==> src/rtl/txn_initiator_pkg.sv <==
// Shared fabric definitions for the transaction initiator: FSM states,
// word geometry and the base addresses callers use for read/write windows.
package txn_initiator_pkg;

  typedef enum logic [2:0] {
    ST_IDLE,
    ST_FETCH,
    ST_ISSUE,
    ST_WAIT,
    ST_DONE
  } txn_state_e;

  localparam int unsigned TXN_WORD_BYTES = 4;

  localparam logic [31:0] RD_BASE = 32'h4000_0000;
  localparam logic [31:0] WR_BASE = 32'h4000_1000;

  // Consecutive word address; wraps modulo 2^32 without any flag.
  function automatic logic [31:0] next_word_addr(input logic [31:0] addr);
    return addr + 32'(TXN_WORD_BYTES);
  endfunction

endpackage

==> src/rtl/txn_initiator_if.sv <==
// Fabric transaction port: edge-triggered req/rdy handshake with separate
// read/write address buses and a write-data bus.
interface txn_initiator_if;

  logic        txn_req;
  logic        txn_wr;
  logic [31:0] txn_raddr;
  logic [31:0] txn_waddr;
  logic [31:0] txn_wdata;
  logic [31:0] txn_rdata;
  logic        txn_rdy;

  modport master (
    output txn_req, txn_wr, txn_raddr, txn_waddr, txn_wdata,
    input  txn_rdata, txn_rdy
  );

  modport slave (
    input  txn_req, txn_wr, txn_raddr, txn_waddr, txn_wdata,
    output txn_rdata, txn_rdy
  );

endinterface

==> src/rtl/txn_watchdog.sv <==
// Saturating cycle counter with clear/enable; expired is raised in the
// LIMIT-th enabled cycle counted from 1.
module txn_watchdog #(
  parameter int LIMIT = 16
) (
  input  logic clk,
  input  logic rst,
  input  logic clr,
  input  logic en,
  output logic expired
);

  localparam int CNT_W = $clog2(LIMIT + 1);

  logic [CNT_W-1:0] cnt;

  always_ff @(posedge clk) begin
    if (rst || clr) begin
      cnt <= '0;
    end else if (en && (cnt != CNT_W'(LIMIT))) begin
      cnt <= cnt + CNT_W'(1);
    end
  end

  // cnt holds the number of earlier enabled cycles, so the current one is cnt+1.
  assign expired = en && (cnt >= CNT_W'(LIMIT - 1));

endmodule

==> src/rtl/txn_initiator.sv <==
// Burst bus initiator: executes one read or write burst command at a time,
// one req/rdy transaction per word at consecutive word addresses.
module txn_initiator
  import txn_initiator_pkg::*;
#(
  parameter int LEN_W       = 8,
  parameter int ACK_TIMEOUT = 16
) (
  input  logic              clk,
  input  logic              rst,

  input  logic              cmd_valid,
  output logic              cmd_ready,
  input  logic              cmd_wr,
  input  logic [31:0]       cmd_addr,
  input  logic [LEN_W-1:0]  cmd_len,

  input  logic [31:0]       wr_data,
  input  logic              wr_valid,
  output logic              wr_ready,

  output logic [31:0]       rd_data,
  output logic              rd_valid,

  output logic              busy,
  output logic              done,
  output logic              err,

  txn_initiator_if.master   txn
);

  txn_state_e state, state_nxt;

  logic [31:0]      addr_r, addr_nxt;
  logic [LEN_W-1:0] len_r, len_nxt;
  logic             wr_r, wr_nxt;

  logic accept;
  logic word_done;
  logic wd_expired;
  logic issue_nxt;

  logic        req_q;
  logic        txn_wr_q;
  logic [31:0] raddr_q;
  logic [31:0] waddr_q;
  logic [31:0] wdata_q;

  assign cmd_ready = (state == ST_IDLE) && txn.txn_rdy;
  assign wr_ready  = (state == ST_FETCH);
  assign accept    = cmd_valid && cmd_ready;
  assign word_done = (state == ST_WAIT) && txn.txn_rdy;
  assign issue_nxt = (state_nxt == ST_ISSUE);

  txn_watchdog #(
    .LIMIT (ACK_TIMEOUT)
  ) u_watchdog (
    .clk     (clk),
    .rst     (rst),
    .clr     (state != ST_ISSUE),
    .en      (state == ST_ISSUE),
    .expired (wd_expired)
  );

  always_ff @(posedge clk) begin
    if (rst) begin
      state <= ST_IDLE;
    end else begin
      state <= state_nxt;
    end
  end

  // Burst context is only meaningful after an accept, so it carries no reset.
  always_ff @(posedge clk) begin
    addr_r <= addr_nxt;
    len_r  <= len_nxt;
    wr_r   <= wr_nxt;
  end

  always_comb begin
    state_nxt = state;
    addr_nxt  = addr_r;
    len_nxt   = len_r;
    wr_nxt    = wr_r;
    unique case (state)
      ST_IDLE: begin
        if (accept) begin
          addr_nxt = cmd_addr;
          len_nxt  = cmd_len;
          wr_nxt   = cmd_wr;
          if (cmd_len == '0) begin
            state_nxt = ST_DONE;
          end else if (cmd_wr) begin
            state_nxt = ST_FETCH;
          end else begin
            state_nxt = ST_ISSUE;
          end
        end
      end
      ST_FETCH: begin
        if (wr_valid) begin
          state_nxt = ST_ISSUE;
        end
      end
      ST_ISSUE: begin
        if (!txn.txn_rdy) begin
          state_nxt = ST_WAIT;
        end else if (wd_expired) begin
          state_nxt = ST_DONE;
        end
      end
      ST_WAIT: begin
        if (txn.txn_rdy) begin
          addr_nxt = next_word_addr(addr_r);
          len_nxt  = len_r - LEN_W'(1);
          if (len_r == LEN_W'(1)) begin
            state_nxt = ST_DONE;
          end else if (wr_r) begin
            state_nxt = ST_FETCH;
          end else begin
            state_nxt = ST_ISSUE;
          end
        end
      end
      ST_DONE: begin
        state_nxt = ST_IDLE;
      end
      default: begin
        state_nxt = ST_IDLE;
      end
    endcase
  end

  // Bus outputs are registered from the next state so req, dir and address
  // appear together in the first ISSUE cycle and hold for the whole state.
  always_ff @(posedge clk) begin
    if (rst) begin
      req_q    <= 1'b0;
      txn_wr_q <= 1'b0;
      raddr_q  <= '0;
      waddr_q  <= '0;
      wdata_q  <= '0;
      rd_data  <= '0;
      rd_valid <= 1'b0;
      busy     <= 1'b0;
      done     <= 1'b0;
      err      <= 1'b0;
    end else begin
      req_q    <= issue_nxt;
      txn_wr_q <= issue_nxt && wr_nxt;
      raddr_q  <= (issue_nxt && !wr_nxt) ? addr_nxt : '0;
      waddr_q  <= (issue_nxt &&  wr_nxt) ? addr_nxt : '0;
      if ((state == ST_FETCH) && wr_valid) begin
        wdata_q <= wr_data;
      end
      rd_valid <= word_done && !wr_r;
      if (word_done && !wr_r) begin
        rd_data <= txn.txn_rdata;
      end
      busy <= (state_nxt != ST_IDLE);
      done <= (state == ST_DONE);
      if (accept) begin
        err <= 1'b0;
      end else if ((state == ST_ISSUE) && txn.txn_rdy && wd_expired) begin
        err <= 1'b1;
      end
    end
  end

  assign txn.txn_req   = req_q;
  assign txn.txn_wr    = txn_wr_q;
  assign txn.txn_raddr = raddr_q;
  assign txn.txn_waddr = waddr_q;
  assign txn.txn_wdata = wdata_q;

endmodule

==> src/flat_wrapper.sv <==
// flat-port wrapper written by rule: the top's interface ports become plain ports
module txn_initiator_flat import txn_initiator_pkg::*;
#(
  parameter int LEN_W       = 8,
  parameter int ACK_TIMEOUT = 16
)
  (clk, rst, cmd_valid, cmd_ready, cmd_wr, cmd_addr, cmd_len, wr_data, wr_valid, wr_ready, rd_data, rd_valid, busy, done, err, txn_txn_req, txn_txn_wr, txn_txn_raddr, txn_txn_waddr, txn_txn_wdata, txn_txn_rdata, txn_txn_rdy);
  txn_initiator_if txn_i ();
  input  logic clk;
  input  logic rst;
  input  logic cmd_valid;
  output logic cmd_ready;
  input  logic cmd_wr;
  input  logic [31:0] cmd_addr;
  input  logic [LEN_W-1:0] cmd_len;
  input  logic [31:0] wr_data;
  input  logic wr_valid;
  output logic wr_ready;
  output logic [31:0] rd_data;
  output logic rd_valid;
  output logic busy;
  output logic done;
  output logic err;
  output wire logic [$bits(txn_i.txn_req)-1:0] txn_txn_req;
  output wire logic [$bits(txn_i.txn_wr)-1:0] txn_txn_wr;
  output wire logic [$bits(txn_i.txn_raddr)-1:0] txn_txn_raddr;
  output wire logic [$bits(txn_i.txn_waddr)-1:0] txn_txn_waddr;
  output wire logic [$bits(txn_i.txn_wdata)-1:0] txn_txn_wdata;
  input wire logic [$bits(txn_i.txn_rdata)-1:0] txn_txn_rdata;
  input wire logic [$bits(txn_i.txn_rdy)-1:0] txn_txn_rdy;
  assign txn_txn_req = txn_i.txn_req;
  assign txn_txn_wr = txn_i.txn_wr;
  assign txn_txn_raddr = txn_i.txn_raddr;
  assign txn_txn_waddr = txn_i.txn_waddr;
  assign txn_txn_wdata = txn_i.txn_wdata;
  assign txn_i.txn_rdata = txn_txn_rdata;
  assign txn_i.txn_rdy = txn_txn_rdy;
  txn_initiator #(.LEN_W(LEN_W), .ACK_TIMEOUT(ACK_TIMEOUT)) u_core (.clk(clk), .rst(rst), .cmd_valid(cmd_valid), .cmd_ready(cmd_ready), .cmd_wr(cmd_wr), .cmd_addr(cmd_addr), .cmd_len(cmd_len), .wr_data(wr_data), .wr_valid(wr_valid), .wr_ready(wr_ready), .rd_data(rd_data), .rd_valid(rd_valid), .busy(busy), .done(done), .err(err), .txn(txn_i));
endmodule
==> config.mk <==
export PLATFORM = sky130hd
export DESIGN_NAME = txn_initiator_flat
export DESIGN_NICKNAME = d
export VERILOG_FILES = /design/src/rtl/txn_initiator_pkg.sv /design/src/rtl/txn_initiator_if.sv /design/src/rtl/txn_watchdog.sv /design/src/rtl/txn_initiator.sv /design/src/flat_wrapper.sv
export SDC_FILE = /design/constraint.sdc
export NUM_CORES = 1
export LEC_CHECK = 0
export CORE_MARGIN = 10
export CORE_UTILIZATION = 49
export DETAILED_ROUTE_END_ITERATION = 6
export GPL_TIMING_DRIVEN = 1
export PLACE_DENSITY = 0.95
export SLEW_MARGIN = 20
export SYNTH_ARGS = -nofsm -noshare
export SYNTH_HDL_FRONTEND = slang
export SYNTH_SLANG_ARGS = --single-unit
==> constraint.sdc <==
create_clock -name clk -period 4.1 [get_ports clk]
set_clock_uncertainty 0.2 [all_clocks]
set_input_delay 0.82 -clock clk [delete_from_list [all_inputs] [get_ports clk]]
set_output_delay 0.82 -clock clk [all_outputs]
set_load 0.02 [all_outputs]
==> results of run 1 <==
-- cell families after synthesis --
logic type      after synthesis  synth area share
simple gates                354            0.2347
flops                       183            0.5316
compound gates              156            0.1398
buf+inv                      87           0.05952
xor+xnor                     12           0.01493
mux                           6          0.008707
fa+ha+maj                     6           0.01066
-- worst max-delay path: stages --
cell and delay, ns:
clkdlybuf4s50_1 0.53, nor4b_2 0.29, clkdlybuf4s50_1 0.72
-- through the flow --
stage / instance area [µm²] / power [mW]
after global placement: 9522 / 2.595
after detailed placement: 9522 / 2.617
final: 10110 / 4.203
after global routing: 10110 / 4.353
after CTS: 10110 / 4.215
after floorplan: 7042 / 2.352
-- state kept, by name (all words and copies together) (netlist names), 3 cells and up --
name	flops
u_core.state	3
u_core.u_watchdog.cnt	5
u_core.txn.txn_wdata	32
u_core.txn.txn_raddr	32
u_core.len_r	8
u_core.txn.txn_waddr	32
u_core.addr_r	32
u_core.rd_data	32
-- cell usage in the layout, fill, tap and decap left out, drive strengths merged, types with 5 or more instances in the layout --
master,instances
clkdlybuf4s50,244
dfxtp,175
nand2,184
xor2,5
o21ai,23
clkbuf,20
xnor2,7
a31oi,8
nor2,86
a22o,7
nand2b,8
nor4,10
a211oi,6
ha,6
inv,45
and3,7
o311a,5
buf,10
a21oi,82
mux2i,5
nor3,9
edfxtp,8
a221oi,8
nand4,17
nor2b,5
clkinv,5
nand3,6
-- final timing paths --
kind,startpoint,to,slack (ns),cells after the start
hold reg to reg,u_core.rd_data[30]$_SDFFE_PP0P_,u_core.rd_data[30]$_SDFFE_PP0P_,0.25,2
setup / recovery,txn_txn_rdy,cmd_ready,0.71,3
setup reg to reg,u_core.state[1]$_SDFF_PP0_,u_core.txn.txn_waddr[7]$_SDFF_PP0_,1.23,6
hold / removal,u_core.rd_data[30]$_SDFFE_PP0P_,u_core.rd_data[30]$_SDFFE_PP0P_,0.25,2
-- power by group through the flow --
stage,sequential (mW),combinational (mW),clock (mW)
CTS,2.02,0.568,1.62
finish,2.03,0.572,1.60
detailed placement,2.06,0.559,0
global route,2.04,0.618,1.69
global placement,2.05,0.542,0
floorplan,2.07,0.282,0
-- layout make-up --
class                           instances  share of cell area
Sequential cell                       183              0.3703
Antenna cell                            2           0.0004950
Timing Repair Buffer                  254              0.2487
Inverter                               41             0.01522
Tap cell                              180             0.02227
Multi-Input combinational cell        534              0.2852
Clock inverter                         12             0.01151
Clock buffer                           20             0.04628
-- per-layer routing --
metal	up-vias	routed length [µm]
li1	3163	-
met1	3097	8422
met2	316	11480
met3	56	1894
met4	0	816
met5	-	0
==> key figures, run 1 <==
Outcome
  • Status: complete, no violations

GRT
  • Largest net degree at the start of global routing: 69
  • GR peak layer: met2
  • Met1 usage: 0.2377
  • Vias in the first global route: 6467
  • Initial antenna violation count: 2
  • Total gr overflow: 0
  • First-pass GRT wire length: 34.82 mm
  • Tot GR Track Use: 0.2201
  • Met2 Usage GRT: 0.3804
  • Met3 Use GR: 0.06839

Detailed routing
  • DRT antenna net count: 0
  • WL/cell: 18.44 µm
  • Vias: 6632
  • Vias/cell: 5.409
  • Remaining DRCs: 0
  • Final wirelength: 22.61 mm
  • Initial DRT Pass Iterations: 5
  • DR iter-0 viols: 541

STA
  • # setup viols final: 0
  • Max Transition Viols Final: 0
  • Period utilization: 0.8264
  • RSZ-0062 raised after global routing: no
  • Final Hold Viols: 0
  • Fmax: 295.2 MHz
  • Hold WS: 0.2525 ns
  • Crit path time final: 3.388 ns
  • Slew @ Worst Pin: 0.8406 ns
  • TNS Setup: 0 ns
  • Relative slew slack: 0.4396
  • Post-route setup slack: 0.7119 ns

Clocking
  • CTS Sinks: 183
  • # hold bufs at CTS: 0
  • Clock Path Buffers: 2
  • # H-tree levels: 4
  • Num CTS Buffers: 17
  • Buffer count from post-CTS setup fixing: 0
  • CTS tree: done
  • Post-cts sizing count: 0
  • Reg clk slew, reported paths: 0.07 ns
  • Root buffer cell: clkbuf_16
  • Worst-skew pair later-pin latency: 0.43 ns

Place
  • Dpl cells: 1192
  • Post-place setup slack: 0.6157 ns
  • Port buffer count: 245
  • DP HPWL: 16.63 mm
  • Final Wtd Congestion: 0.8800

Power and ir drop
  • Sw frac: 0.2686
  • Total power per unit cell area: 415.7 nW/µm²
  • Combinational group share of total power: 0.136
  • Sequential share of power: 0.483
  • Leakage: 3.834 nW
  • P_int: 3.075 mW
  • Clock Power Share: 0.381
  • Peak supply drop: 0.3589 mV
  • Reported net switching power: 1.129 mW

Floorplanning
  • Core area: 13990 µm²
  • Ports: 246
  • Die area: 19570 µm²
  • Rows: 43
  • Initial Utilization: 0.5034
  • DIE WIDTH: 139.9 µm
  • Die height: 139.9 µm

Synthesis
  • Leading post-synthesis cells by cell area: dfxtp_1 50%, nand2_1 9.7%, a21oi_1 5.8%
  • Synth area leader: dfxtp_1
  • Seq/Total Area, Yosys: 0.5316
  • Top-count cell post-synth: nand2_1
  • Syn_nets: 920
  • Yosys warns: 0
  • Post-synth EDFFs: 8
  • Ys flop type: dfxtp_1
  • Area of the mapped netlist: 7042 µm²
  • Synth cell count leaders: 182 x nand2_1, 175 x dfxtp_1, 86 x nor2_1, 81 x a21oi_1, 41 x inv_1
  • Flop and latch count out of synthesis: 183
  • Synth top area share: 0.4975
  • Post-synth ARST share: 0
  • Synth Instances: 804
  • Synth unique cells: 66
  • Mean area per synthesized cell: 8.758 µm²

Setup path
  • WP data required: 3.08 ns
  • CP Launch Type: primary input
  • WS Path Type: primary input to output pin
  • Worst Path Arrival: 2.37 ns
  • Crit. End Element: output pin
  • Worst-path fanout max: 3

Finish
  • Nets: 1147
  • Register area: 3744 µm²
  • Fill cell count: 1012
  • Fin cells: 1226
  • Final core utilization: 0.7228
  • Multi-input gate area: 2884 µm²
  • Layout Area Growth over Synthesis: 43.58%
  • Share of cells above drive strength 1: 0.06418

Job
  • Max_cap viols: 0

Worst hold path
  • Worst hold path class: register to register
No activity file was read; power rests on OpenSTA's default activity.
==> inputs of run 2 (changes only) <==
--- a/config.mk
+++ b/config.mk
@@ -6,10 +6,10 @@
 export NUM_CORES = 1
 export LEC_CHECK = 0
 export CORE_MARGIN = 10
-export CORE_UTILIZATION = 49
+export CORE_UTILIZATION = 41
 export DETAILED_ROUTE_END_ITERATION = 6
 export GPL_TIMING_DRIVEN = 1
-export PLACE_DENSITY = 0.95
+export PLACE_DENSITY = 0.89
 export SLEW_MARGIN = 20
 export SYNTH_ARGS = -nofsm -noshare
 export SYNTH_HDL_FRONTEND = slang
==> constraint.sdc (replaced) <==
create_clock -name clk -period 3.1 [get_ports clk]
set_clock_uncertainty 0.2 [all_clocks]
set_input_delay 0.62 -clock clk [delete_from_list [all_inputs] [get_ports clk]]
set_output_delay 0.62 -clock clk [all_outputs]
set_load 0.02 [all_outputs]
==> run 2 against run 1 <==
Compared with the run above: count of clock-buffer cells in the layout unchanged; register-to-register slack got worse by 0.57 ns; final cell count increased by 4.2%; largest power group unchanged.
==> key figures, run 2 (synthesis gave the netlist of run 1 again) <==
Detailed routing
  • WL/cell: 17.58 µm
  • Vias/cell: 5.058
  • DRT antenna net count: 0
  • Remaining DRCs: 0
  • DR iter-0 viols: 571
  • Initial DRT Pass Iterations: 5
  • Vias: 6459
  • Final wirelength: 22.45 mm

Clocking
  • CTS Sinks: 183
  • # H-tree levels: 4
  • Worst-skew pair later-pin latency: 0.42 ns
  • Reg clk slew, reported paths: 0.07 ns
  • Root buffer cell: clkbuf_16
  • Num CTS Buffers: 17
  • Clock Path Buffers: 2
  • Buffer count from post-CTS setup fixing: 0
  • # hold bufs at CTS: 0
  • CTS tree: done

Finish
  • Ant diodes: 0
  • Fill cell count: 1422
  • Final core utilization: 0.6150
  • Cell area after layout: 10270 µm²
  • Layout Area Growth over Synthesis: 45.86%
  • Most common cell after layout, fill and taps aside: clkdlybuf4s50_1
  • Nets: 1160
  • Fin cells: 1277
  • Most frequent cells in the layout: 244 x clkdlybuf4s50_1, 182 x nand2_1, 175 x dfxtp_1, 84 x nor2_1, 81 x a21oi_1
  • Share of cells above drive strength 1: 0.07569

STA
  • Max Transition Viols Final: 0
  • Slew @ Worst Pin: 0.7175 ns
  • Final Hold Viols: 0
  • Post-route setup slack: 0.2222 ns
  • Fmax: 347.5 MHz
  • Period utilization: 0.9283
  • Relative slew slack: 0.5217
  • # setup viols final: 0
  • Crit path time final: 2.878 ns
  • RSZ-0062 raised after global routing: no

GRT
  • Vias in the first global route: 6276
  • Tot GR Track Use: 0.1912
  • Total gr overflow: 0
  • First-pass GRT wire length: 34.37 mm
  • Largest net degree at the start of global routing: 69
  • Initial antenna violation count: 0

Floorplanning
  • Die area: 22820 µm²
  • Rows: 47
  • Die height: 151.1 µm
  • Ports: 246
  • DIE WIDTH: 151.1 µm
  • Core area: 16700 µm²
  • Initial Utilization: 0.4216

Power and ir drop
  • Reported net switching power: 1.482 mW
  • Total power per unit cell area: 539.4 nW/µm²
  • Clock Power Share: 0.379
  • P_int: 4.058 mW
  • Sequential share of power: 0.484
  • Leakage: 3.911 nW
  • Combinational group share of total power: 0.137
  • Peak supply drop: 0.3776 mV
  • Power, Total: 5.540 mW
  • Sw frac: 0.2676

Setup path
  • CP Launch Type: register
  • WS Path Type: register to output pin
  • Max incr delay on CP: 0.72 ns
  • Worst-path fanout max: 15
  • Worst Path Arrival: 2.06 ns
  • Slowest CP cell: dfxtp_1
  • Worst r2r src: u_core.state[1]$_SDFF_PP0_
  • Critical Path Start: u_core.state[2]$_SDFF_PP0_
  • Crit. End Element: output pin
  • Reg-to-Reg End: u_core.txn.txn_raddr[7]$_SDFF_PP0_
  • Worst Setup EP: wr_ready
  • CP cell instances: nand2b_1 > nor2_1 > clkdlybuf4s50_1
  • R2r setup slk: 0.66 ns
  • R2R cell count: 6
  • WP data required: 2.28 ns

Place
  • DP HPWL: 16.96 mm
  • Dpl cells: 1245
  • Port buffer count: 245
  • Placed Area: 9694 µm²
  • Final Wtd Congestion: 0.8653
  • Post-place setup slack: -0.2634 ns

Outcome
  • Status: complete, no violations

Worst hold path
  • Hold path startpoint: u_core.rd_data[29]$_SDFFE_PP0P_
  • Worst hold path class: register to register

Job
  • Max_cap viols: 0
run 2: cell count changes in the layout (fill, tap and decap cells not counted), sizes merged:
cell      before  now
buf           10   23
clkinv         5    6
diode          2    0
clkinvlp       2    1
run 2: power groups by stage:
stage          clock (mW)  sequential, mW  combinational (mW)
2_1_floorplan           0            2.74               0.373
3_3_place_gp            0            2.72               0.742
3_5_place_dp            0            2.72               0.755
4_1_cts              2.14            2.67               0.761
5_1_grt              2.24            2.70               0.832
6_report             2.10            2.68               0.759
run 2: worst min path at each step:
| stage | endpoint | cells after the start |
|---|---|---|
| 2_1_floorplan | u_core.addr_r[0]$_DFF_P_ | 2 |
| 3_3_place_gp | u_core.rd_data[31]$_SDFFE_PP0P_ | 2 |
| 3_5_place_dp | u_core.rd_data[20]$_SDFFE_PP0P_ | 2 |
| 4_1_cts | u_core.rd_data[20]$_SDFFE_PP0P_ | 2 |
| 5_1_grt | u_core.rd_data[31]$_SDFFE_PP0P_ | 2 |
| 6_report | u_core.rd_data[29]$_SDFFE_PP0P_ | 2 |
run 2: cell type report:
class                           count  area, µm²  area share
Multi-Input combinational cell    534       2885      0.2809
Clock buffer                       20      456.7     0.04446
Sequential cell                   183       3744      0.3645
Timing Repair Buffer              267       2638      0.2568
Clock inverter                     12      118.9     0.01157
Tap cell                          220      275.3     0.02680
Inverter                           41      153.9     0.01498
run 2: through the flow:
step / TNS, ns / hold slack, ns
2_1_floorplan: 0 / 0.2447
3_3_place_gp: -3.136 / 0.2408
3_5_place_dp: -14.39 / 0.2462
4_1_cts: 0 / 0.2555
5_1_grt: 0 / 0.2731
6_report: 0 / 0.2541
run 2: per-layer routing:
metal	track usage	vias to the layer above	share of wire
li1	-	3194	-
met1	0.2316	2995	0.40
met2	0.3174	243	0.50
met3	0.06295	27	0.080
met4	0.05486	0	0.018
met5	0	-	0
run 2: critical path: cells and delay by family (launching register included):
| family | cells | cell delay, ns |
|---|---|---|
| flops | 1 | 0.72 |
| buf+inv | 1 | 0.59 |
| simple gates | 2 | 0.32 |
run 2: what timing repair did:
item,in CTS,in global routing
endpoints found under the hold margin,0,0
gates resized for setup,0,1
setup endpoints to repair,0,36
